--- src/rtl/cva6v_retire_trace_buffer.sv ---
// Retire-trace capture: packs up to NR_PORTS commit records per cycle into a FIFO and streams them out.
// Define CVA6V_RETIRE_TRACE_TS_EN to add a per-entry 32-bit cycle timestamp on trace_ts_o.
module cva6v_retire_trace_buffer #(
   parameter int unsigned NR_PORTS = 2,
   parameter int unsigned XLEN     = 64,
   parameter int unsigned DEPTH    = 16,
   parameter int unsigned CNT_W    = 48
) (
   input  logic                                           clk_i,
   input  logic                                           rst_i,
   input  logic                                           enable_i,
   input  logic                                           flush_i,
   input  logic                                           eot_i,
   input  logic [NR_PORTS-1:0]                            commit_valid_i,
   input  logic [NR_PORTS*XLEN-1:0]                       commit_pc_i,
   input  logic [NR_PORTS*32-1:0]                         commit_insn_i,
   input  logic [NR_PORTS-1:0]                            commit_trap_i,
   output logic                                           trace_valid_o,
   input  logic                                           trace_ready_i,
   output logic [((NR_PORTS > 1) ? $clog2(NR_PORTS) : 1)-1:0] trace_port_o,
   output logic [XLEN-1:0]                                trace_pc_o,
`ifdef CVA6V_RETIRE_TRACE_TS_EN
   output logic [31:0]                                    trace_ts_o,
`endif
   output logic [31:0]                                    trace_insn_o,
   output logic                                           trace_trap_o,
   output logic [$clog2(DEPTH):0]                         level_o,
   output logic [CNT_W-1:0]                               retired_cnt_o,
   output logic [15:0]                                    drop_cnt_o,
   output logic                                           overflow_o,
   output logic                                           done_o
);

   localparam int unsigned PORT_W = (NR_PORTS > 1) ? $clog2(NR_PORTS) : 1;
   localparam int unsigned PTR_W  = $clog2(DEPTH);
   localparam int unsigned LVL_W  = PTR_W + 1;

   localparam logic [1:0] ST_RUN   = 2'd0;
   localparam logic [1:0] ST_DRAIN = 2'd1;
   localparam logic [1:0] ST_DONE  = 2'd2;

   logic [1:0]        state_q;
   logic [PTR_W-1:0]  rd_ptr_q, wr_ptr_q;
   logic [LVL_W-1:0]  level_q, level_nxt, k, free;
   logic [PTR_W-1:0]  offs [NR_PORTS];
   logic [CNT_W-1:0]  retired_q;
   logic [15:0]       drop_q;
   logic              ovf_q;
   logic              capture, fits, push, pop, drop;
   logic [CNT_W:0]    ret_sum;
   logic [16:0]       drop_sum;

   logic [XLEN-1:0]   pc_mem   [DEPTH];
   logic [31:0]       insn_mem [DEPTH];
   logic              trap_mem [DEPTH];
   logic [PORT_W-1:0] port_mem [DEPTH];

   always_comb begin
      capture = enable_i && (state_q == ST_RUN) && !flush_i;
      // offs[p] is the slot of port p among this cycle's valid ports, so writes pack densely in port order
      k = '0;
      for (int unsigned p = 0; p < NR_PORTS; p++) begin
         offs[p] = k[PTR_W-1:0];
         if (capture && commit_valid_i[p]) k = k + LVL_W'(1);
      end
      free      = LVL_W'(DEPTH) - level_q;
      fits      = (free >= k);
      push      = capture && fits;
      drop      = capture && !fits;
      pop       = (level_q != '0) && trace_ready_i;
      level_nxt = level_q + (push ? k : '0) - LVL_W'(pop);
      ret_sum   = {1'b0, retired_q} + (CNT_W+1)'(k);
      drop_sum  = {1'b0, drop_q} + 17'(k);
   end

   always_ff @(posedge clk_i) begin
      if (rst_i) begin
         state_q   <= ST_RUN;
         rd_ptr_q  <= '0;
         wr_ptr_q  <= '0;
         level_q   <= '0;
         retired_q <= '0;
         drop_q    <= '0;
         ovf_q     <= 1'b0;
      end else if (flush_i) begin
         state_q  <= ST_RUN;
         rd_ptr_q <= '0;
         wr_ptr_q <= '0;
         level_q  <= '0;
         drop_q   <= '0;
         ovf_q    <= 1'b0;
      end else begin
         level_q <= level_nxt;
         if (pop)  rd_ptr_q <= rd_ptr_q + PTR_W'(1);
         if (push) wr_ptr_q <= wr_ptr_q + k[PTR_W-1:0];
         if (capture) retired_q <= ret_sum[CNT_W] ? '1 : ret_sum[CNT_W-1:0];
         if (drop) begin
            drop_q <= drop_sum[16] ? '1 : drop_sum[15:0];
            ovf_q  <= 1'b1;
         end
         case (state_q)
            ST_RUN:   if (eot_i) state_q <= ST_DRAIN;
            ST_DRAIN: if (level_nxt == '0) state_q <= ST_DONE;
            default:  state_q <= state_q;
         endcase
      end
   end

   always_ff @(posedge clk_i) begin
      for (int unsigned p = 0; p < NR_PORTS; p++) begin
         if (push && commit_valid_i[p]) begin
            pc_mem[wr_ptr_q + offs[p]]   <= commit_pc_i[p*XLEN +: XLEN];
            insn_mem[wr_ptr_q + offs[p]] <= commit_insn_i[p*32 +: 32];
            trap_mem[wr_ptr_q + offs[p]] <= commit_trap_i[p];
            port_mem[wr_ptr_q + offs[p]] <= PORT_W'(p);
         end
      end
   end

`ifdef CVA6V_RETIRE_TRACE_TS_EN
   logic [31:0] ts_q;
   logic [31:0] ts_mem [DEPTH];

   always_ff @(posedge clk_i) begin
      if (rst_i) ts_q <= '0;
      else       ts_q <= ts_q + 32'd1;
   end

   always_ff @(posedge clk_i) begin
      for (int unsigned p = 0; p < NR_PORTS; p++) begin
         if (push && commit_valid_i[p]) ts_mem[wr_ptr_q + offs[p]] <= ts_q;
      end
   end

   assign trace_ts_o = trace_valid_o ? ts_mem[rd_ptr_q] : '0;
`endif

   assign trace_valid_o = (level_q != '0);
   assign trace_port_o  = trace_valid_o ? port_mem[rd_ptr_q] : '0;
   assign trace_pc_o    = trace_valid_o ? pc_mem[rd_ptr_q]   : '0;
   assign trace_insn_o  = trace_valid_o ? insn_mem[rd_ptr_q] : '0;
   assign trace_trap_o  = trace_valid_o ? trap_mem[rd_ptr_q] : 1'b0;
   assign level_o       = level_q;
   assign retired_cnt_o = retired_q;
   assign drop_cnt_o    = drop_q;
   assign overflow_o    = ovf_q;
   assign done_o        = (state_q == ST_DONE);

endmodule
--- config.mk ---
export PLATFORM = sky130hd
export DESIGN_NAME = cva6v_retire_trace_buffer
export DESIGN_NICKNAME = d
export VERILOG_FILES = /design/src/rtl/cva6v_retire_trace_buffer.sv
export SDC_FILE = /design/constraint.sdc
export NUM_CORES = 2
export LEC_CHECK = 0
export ABC_AREA = 1
export CAP_MARGIN = 20
export CORE_MARGIN = 3
export CORE_UTILIZATION = 25
export CTS_CLUSTER_SIZE = 24
export DETAILED_ROUTE_END_ITERATION = 12
export GPL_ROUTABILITY_DRIVEN = 1
export SLEW_MARGIN = 20
export SYNTH_ARGS = -nofsm -noshare
export SYNTH_HDL_FRONTEND = slang
export SYNTH_SLANG_ARGS = --single-unit
export TNS_END_PERCENT = 1
--- constraint.sdc ---
create_clock -name clk_i -period 14.8 [get_ports clk_i]
set_input_delay 2.96 -clock clk_i [delete_from_list [all_inputs] [get_ports clk_i]]
set_output_delay 2.96 -clock clk_i [all_outputs]
set_load 0.005 [all_outputs]
**After elaboration in Yosys (flattened, before gate mapping)**

Memory sizes are Yosys's and may differ from the RTL's. A register that Yosys moved wholly into a read port is not among the register bits.
Index checks and enable logic that the tools add are counted.

- Bits in registers: 80
- Memory bits (writable): 1568
- Input port bits: 202
- Output and inout bits: 170
- Word-level logic and storage cells: 68
- Memories kept: 4

- $add $sub $neg: 9
- $lt $le $gt $ge: 1
- Eq/ne operators: 4
- Multiplexer cells: 24
- Bitwise logic cells: 1
- Reduce and logical (&&, ||, !) cells: 18

Memory list:

| name | depth | bits a word | read ports | clocked after Yosys merged registers in | wr ports | line | source |
|---|---|---|---|---|---|---|---|
| pc_mem | 16 | 64 | 1 | 1 | 2 | 53 | `logic [XLEN-1:0] pc_mem [DEPTH];` |
| insn_mem | 16 | 32 | 1 | 1 | 2 | 54 | `logic [31:0] insn_mem [DEPTH];` |
| port_mem | 16 | 1 | 1 | 1 | 2 | 56 | `logic [PORT_W-1:0] port_mem [DEPTH];` |
| trap_mem | 16 | 1 | 1 | 1 | 2 | 55 | `logic trap_mem [DEPTH];` |

Operator list:

| operator | number |
|---|---|
| 64-bit two-way mux | 1 |
| 48-bit by 5-bit adder with 49-bit output | 1 |
| 48-bit two-way mux | 1 |
| 32-bit two-way mux | 1 |
| 4-bit two-way mux | 8 |
| 16-bit by 5-bit adder with 17-bit output | 1 |
| 16-bit two-way mux | 1 |
| 5-bit two-way mux | 2 |
| 1-bit logical AND | 9 |
| 4-bit adder | 2 |
| 1-bit two-way mux | 7 |
| 5-bit by 1-bit adder with 5-bit output, second input constant | 1 |
| 5-bit adder | 1 |
| 5-bit greater-or-equal comparator | 1 |
| 5-bit logical NOT | 1 |
| 5-bit nonzero test | 1 |
| 5-bit by 1-bit subtractor with 5-bit output | 1 |
| 5-bit subtractor, first input constant | 1 |
| 4-bit by 1-bit adder with 4-bit output, second input constant | 1 |
| 2-bit two-way mux | 2 |
| 2-bit inequality test, second input constant | 2 |
| 2-bit one-hot mux with 2 select lines | 1 |
| 3-bit AND reduction | 1 |
| 2-bit by 1-bit equality test with 1-bit output, second input constant | 1 |
| 7 further kinds | 8 |

**Logic depth before layout (Yosys ltp)**

- Depth after elaboration: 15
- Gate-level depth with buffers: 26
- Gate-level depth less buffers: 23

**Worst setup path before layout**

Ideal clock, no wire load.

- Path type: input to register
- Start point: input port flush_i
- End point: memory insn_mem[10][0], enable pin
- Setup time: 0.686 ns
- Arrival time: 12.084 ns
- Data required time: 14.114 ns
- Path slack: 2.029 ns
- Cell stages on the path: 15
- Buffers on the path: 3
- Cell sequence: inv_1 -> nand3_4 -> nor2_1 -> clkbuf_1 -> ha_1 -> inv_1 -> ha_1 -> o21ai_0 -> nand3b_1 -> nor2_2 -> nand2_4 -> buf_12 -> buf_6 -> nand4_1 -> o21ai_0

RTL lines:

| what | line | source |
|---|---|---|
| start: declaration | 12 | `input logic flush_i,` |
| end: declaration | 54 |  |

==> reports/metrics.json <==
{
  "timing_hold_violations_final": {"value": 0},
  "final-setup-viol-count": {"value": 0},
  "postSynth.topFlopCell": {"value": "sky130_fd_sc_hd__edfxtp_1"},
  "worst_path_dominant_cell_family": {"value": "buffers and inverters"},
  "timing_worst_setup_path_type": {"value": "register to primary output"},
  "synth.avg_cell_area": {"value": 9.12, "unit": "µm²"},
  "share_comb_of_total_power": {"value": 19.6, "unit": "%"},
  "setup.worst_path.start_class": {"value": "register"},
  "synthMostInstantiatedCell": {"value": "sky130_fd_sc_hd__nand2_1"},
  "rsz_0062_raised_after_global_routing": {"value": "no"},
  "achievable-frequency": {"value": 113, "unit": "MHz"},
  "synth.net_count": {"value": 9396},
  "netlist.area_leader.share": {"value": 55.8, "unit": "%"},
  "port_buffers": {"value": 371},
  "critPathMaxStageDelay": {"value": 850, "unit": "ps"},
  "post_route_worst_hold_slack": {"value": 447, "unit": "ps"},
  "cts.clk_slew.worst_paths": {"value": 60, "unit": "ps"},
  "dpl-instance-area": {"value": 0.0895, "unit": "mm²"},
  "final_min_period_over_clock_period": {"value": 59.6, "unit": "%"},
  "cts-root-buf": {"value": "sky130_fd_sc_hd__clkbuf_16"},
  "fp.coreArea": {"value": 0.332, "unit": "mm²"},
  "synth_top_family_by_area": {"value": "compound AO/OA/AOI/OAI gates"},
  "vias_in_the_first_global_route": {"value": 63400},
  "setup_tns": {"value": 0, "unit": "ps"},
  "pre_antenna_drt_iters": {"value": 7},
  "synth_compound_gate_area_share": {"value": 19.5, "unit": "%"},
  "yosys-top-cells-count": {"value": "sky130_fd_sc_hd__nand2_1, sky130_fd_sc_hd__o21ai_0, sky130_fd_sc_hd__edfxtp_1, sky130_fd_sc_hd__nor2_1, sky130_fd_sc_hd__o21ai_1"},
  "routed_via_count": {"value": 67700},
  "rd_place_congestion": {"value": 0.835},
  "placement.setup.worst_slack": {"value": 5270, "unit": "ps"},
  "synth-edff-count": {"value": 1552},
  "share_seq_of_total_power": {"value": 42.1, "unit": "%"},
  "syn-instance-count": {"value": 9169},
  "timing.clock.skew": {"value": 63.4, "unit": "ps"},
  "critPathArrivalTime": {"value": 5860, "unit": "ps"},
  "tritoncts": {"value": "done"},
  "timing.critical_path.to_type": {"value": "primary output"},
  "setup.reg_to_reg.worst_slack": {"value": 8280, "unit": "ps"},
  "cts_htree_levels": {"value": 4},
  "floorplan.initialDensity": {"value": 25.2, "unit": "%"},
  "dpl.cell_count": {"value": 13000},
  "critical-path-slowest-cell": {"value": "sky130_fd_sc_hd__buf_4"},
  "grt_pass1_wl": {"value": 435000, "unit": "µm"},
  "antenna_found_initial": {"value": 46},
  "status": {"value": "finished with violations"},
  "drv.max_cap_violation_count": {"value": 0},
  "finalNetCount": {"value": 9078},
  "net_switching_fraction_of_the_power": {"value": 29.6, "unit": "%"},
  "vias_per_cell": {"value": 5.06},
  "track_usage": {"value": 16.9, "unit": "%"},
  "cp.required": {"value": 11840, "unit": "ps"},
  "fin_area": {"value": 0.0956, "unit": "mm²"},
  "p_clk_share": {"value": 38.3, "unit": "%"},
  "cts-buffers-inserted": {"value": 194},
  "grt_max_degree": {"value": 192},
  "rows": {"value": 211},
  "ys_async_sr_fraction": {"value": 0, "unit": "%"},
  "drt-total-wl": {"value": 300000, "unit": "µm"},
  "cp.buffers_inverters": {"value": 4},
  "yosys.area_share.simple": {"value": 15.4, "unit": "%"},
  "failed_checks": {"value": "slew limit"},
  "post_synth_num_cell_types": {"value": 45},
  "final_max_slew_viol_count": {"value": 28},
  "ordered_list_of_cells_on_the_worst_path": {"value": "buf_4 -> buf_4 -> buf_6 -> nor2_1 -> nor2_1 -> o21ai_0 -> o211ai_1 -> o211ai_1 -> a21oi_1 -> clkdlybuf4s50_1"},
  "io-pin-count": {"value": 372},
  "hold_path_class": {"value": "register to register"},
  "post-route-min-period": {"value": 8820, "unit": "ps"},
  "cts-root-to-sink-buffers": {"value": 4},
  "net_switching": {"value": 3.65, "unit": "mW"},
  "ys_seq_area_share": {"value": 58.2, "unit": "%"},
  "flow.area_growth_from_synthesis": {"value": 14.4, "unit": "%"},
  "synth.yosys.warnings": {"value": 0},
  "worst_slew_margin_rel": {"value": -1.46, "unit": "%"},
  "synth_xor_area_share": {"value": 0.262, "unit": "%"},
  "cellLeakagePower": {"value": 34.0, "unit": "nW"},
  "worstSkewPairLatency": {"value": 890, "unit": "ps"},
  "numClockSinks": {"value": 1652},
  "critical_path.max_fanout": {"value": 102},
  "synth_seq_cells": {"value": 1652},
  "max_slew.worst_pin.slew": {"value": 1520, "unit": "ps"},
  "drt_drc_violations_left": {"value": 0},
  "muxShareOfSynthArea": {"value": 0, "unit": "%"},
  "chipWidth": {"value": 584, "unit": "µm"},
  "layout_setup_ws": {"value": 5980, "unit": "ps"},
  "multi_input_comb_area": {"value": 0.0299, "unit": "mm²"},
  "layoutNonFillerInstCount": {"value": 13400},
  "ant_nets": {"value": 0},
  "first_iter_violations": {"value": 7892},
  "ir_drop": {"value": 110, "unit": "µV"},
  "final_core_utilization": {"value": 28.8, "unit": "%"},
  "layout_cells_sized_above_1": {"value": 4.90, "unit": "%"},
  "synth.area.top_cells": {"value": "sky130_fd_sc_hd__edfxtp_1, sky130_fd_sc_hd__o21ai_0, sky130_fd_sc_hd__nand2_1, sky130_fd_sc_hd__nor2_1, sky130_fd_sc_hd__o21ai_1"},
  "routedWlPerCell": {"value": 22.4, "unit": "µm"},
  "layout.area.seq": {"value": 0.0486, "unit": "mm²"},
  "power.internal": {"value": 8.69, "unit": "mW"},
  "syn_std_cell_area": {"value": 0.0836, "unit": "mm²"},
  "post_cts_setup_buffer_count": {"value": 0},
  "chipHeight": {"value": 584, "unit": "µm"},
  "power_dens_cells": {"value": 129, "unit": "mW/mm²"},
  "synth-adder-area-share": {"value": 0.410, "unit": "%"},
  "total_chip_power": {"value": 12.3, "unit": "mW"},
  "dieArea": {"value": 0.341, "unit": "mm²"},
  "place_hpwl": {"value": 164000, "unit": "µm"},
  "grt_overflow": {"value": 0},
  "synth_top_cell_by_area": {"value": "sky130_fd_sc_hd__edfxtp_1"},
  "post_cts_hold_buffer_count": {"value": 0},
  "layout.filler_cells": {"value": 34500},
  "post_cts.resized_instances": {"value": 0}
}
[routing by layer]
layer	global-route usage [%]	up-vias	wire length, µm
li1	-	31500	-
met1	21.8	32600	121000
met2	28.2	3066	142000
met3	2.63	561	23800
met4	6.82	12	12400
met5	0	-	72
[cells in the final DEF (no fill, tap or decap), drive strengths merged, types with 94 or more instances in the layout]
master         netlist  layout
inv                231     235
nand3              200     200
o211ai             299     299
nor2              1118    1118
a21oi              139     139
buf                438     100
o221ai              94      94
o21ai             2373    2373
nand2             1859    1859
dfxtp              100     100
clkdlybuf4s50        0     371
clkbuf             547     240
edfxtp            1552    1552
[layout make-up]
class | instances | share of cell area [%]
well taps | 4366 | 5.71
multi-input cells | 6299 | 31.3
clock inverters | 99 | 1.05
clock buffers | 240 | 5.33
flip-flops and latches | 1652 | 50.8
inverters | 233 | 0.943
diodes | 19 | 0.0497
repair buffers | 471 | 4.81
[worst paths after layout]
path	from	to	cells after the start
worst min-delay path	port_mem[13]	port_mem[13]	2
worst min register to register	port_mem[13]	port_mem[13]	2
worst max-delay path	register	trace_pc_o[1]	10
worst max register to register	state_q[0]	pc_mem[6][24]	14
[cells by family after synthesis]
group                    count (synthesis)
XOR/XNOR                                22
buffers and inverters                 1218
adder cells (fa/ha/maj)                 25
AND/OR/NAND/NOR                       3249
AO/OA/AOI/OAI                         3003
flip-flops                            1652
[worst min-delay path: stages, from the launching register on]
cell                      delay [ps]
sky130_fd_sc_hd__dfxtp_1         320
sky130_fd_sc_hd__nand2_1          60
sky130_fd_sc_hd__nand2_1          40
[power by group through the flow]
stage | Combinational, mW | Clock (mW) | Sequential, mW
floorplan | 1.24 | 0 | 5.28
global placement | 2.43 | 0 | 5.29
detailed placement | 2.44 | 0 | 5.29
CTS | 2.46 | 4.79 | 5.19
global route | 2.64 | 4.97 | 5.20
finish | 2.42 | 4.73 | 5.19
[sequential cells by signal, summed over array words and instances (netlist names), named ones only]
name	flops
pc_mem	1024
insn_mem	512
retired_cnt_o	48
drop_cnt_o	16
port_mem	16
trap_mem	16
level_o	5
rd_ptr_q	4
wr_ptr_q	4
state_q	2
overflow_o	1
Power figures use the tool's default switching activity.
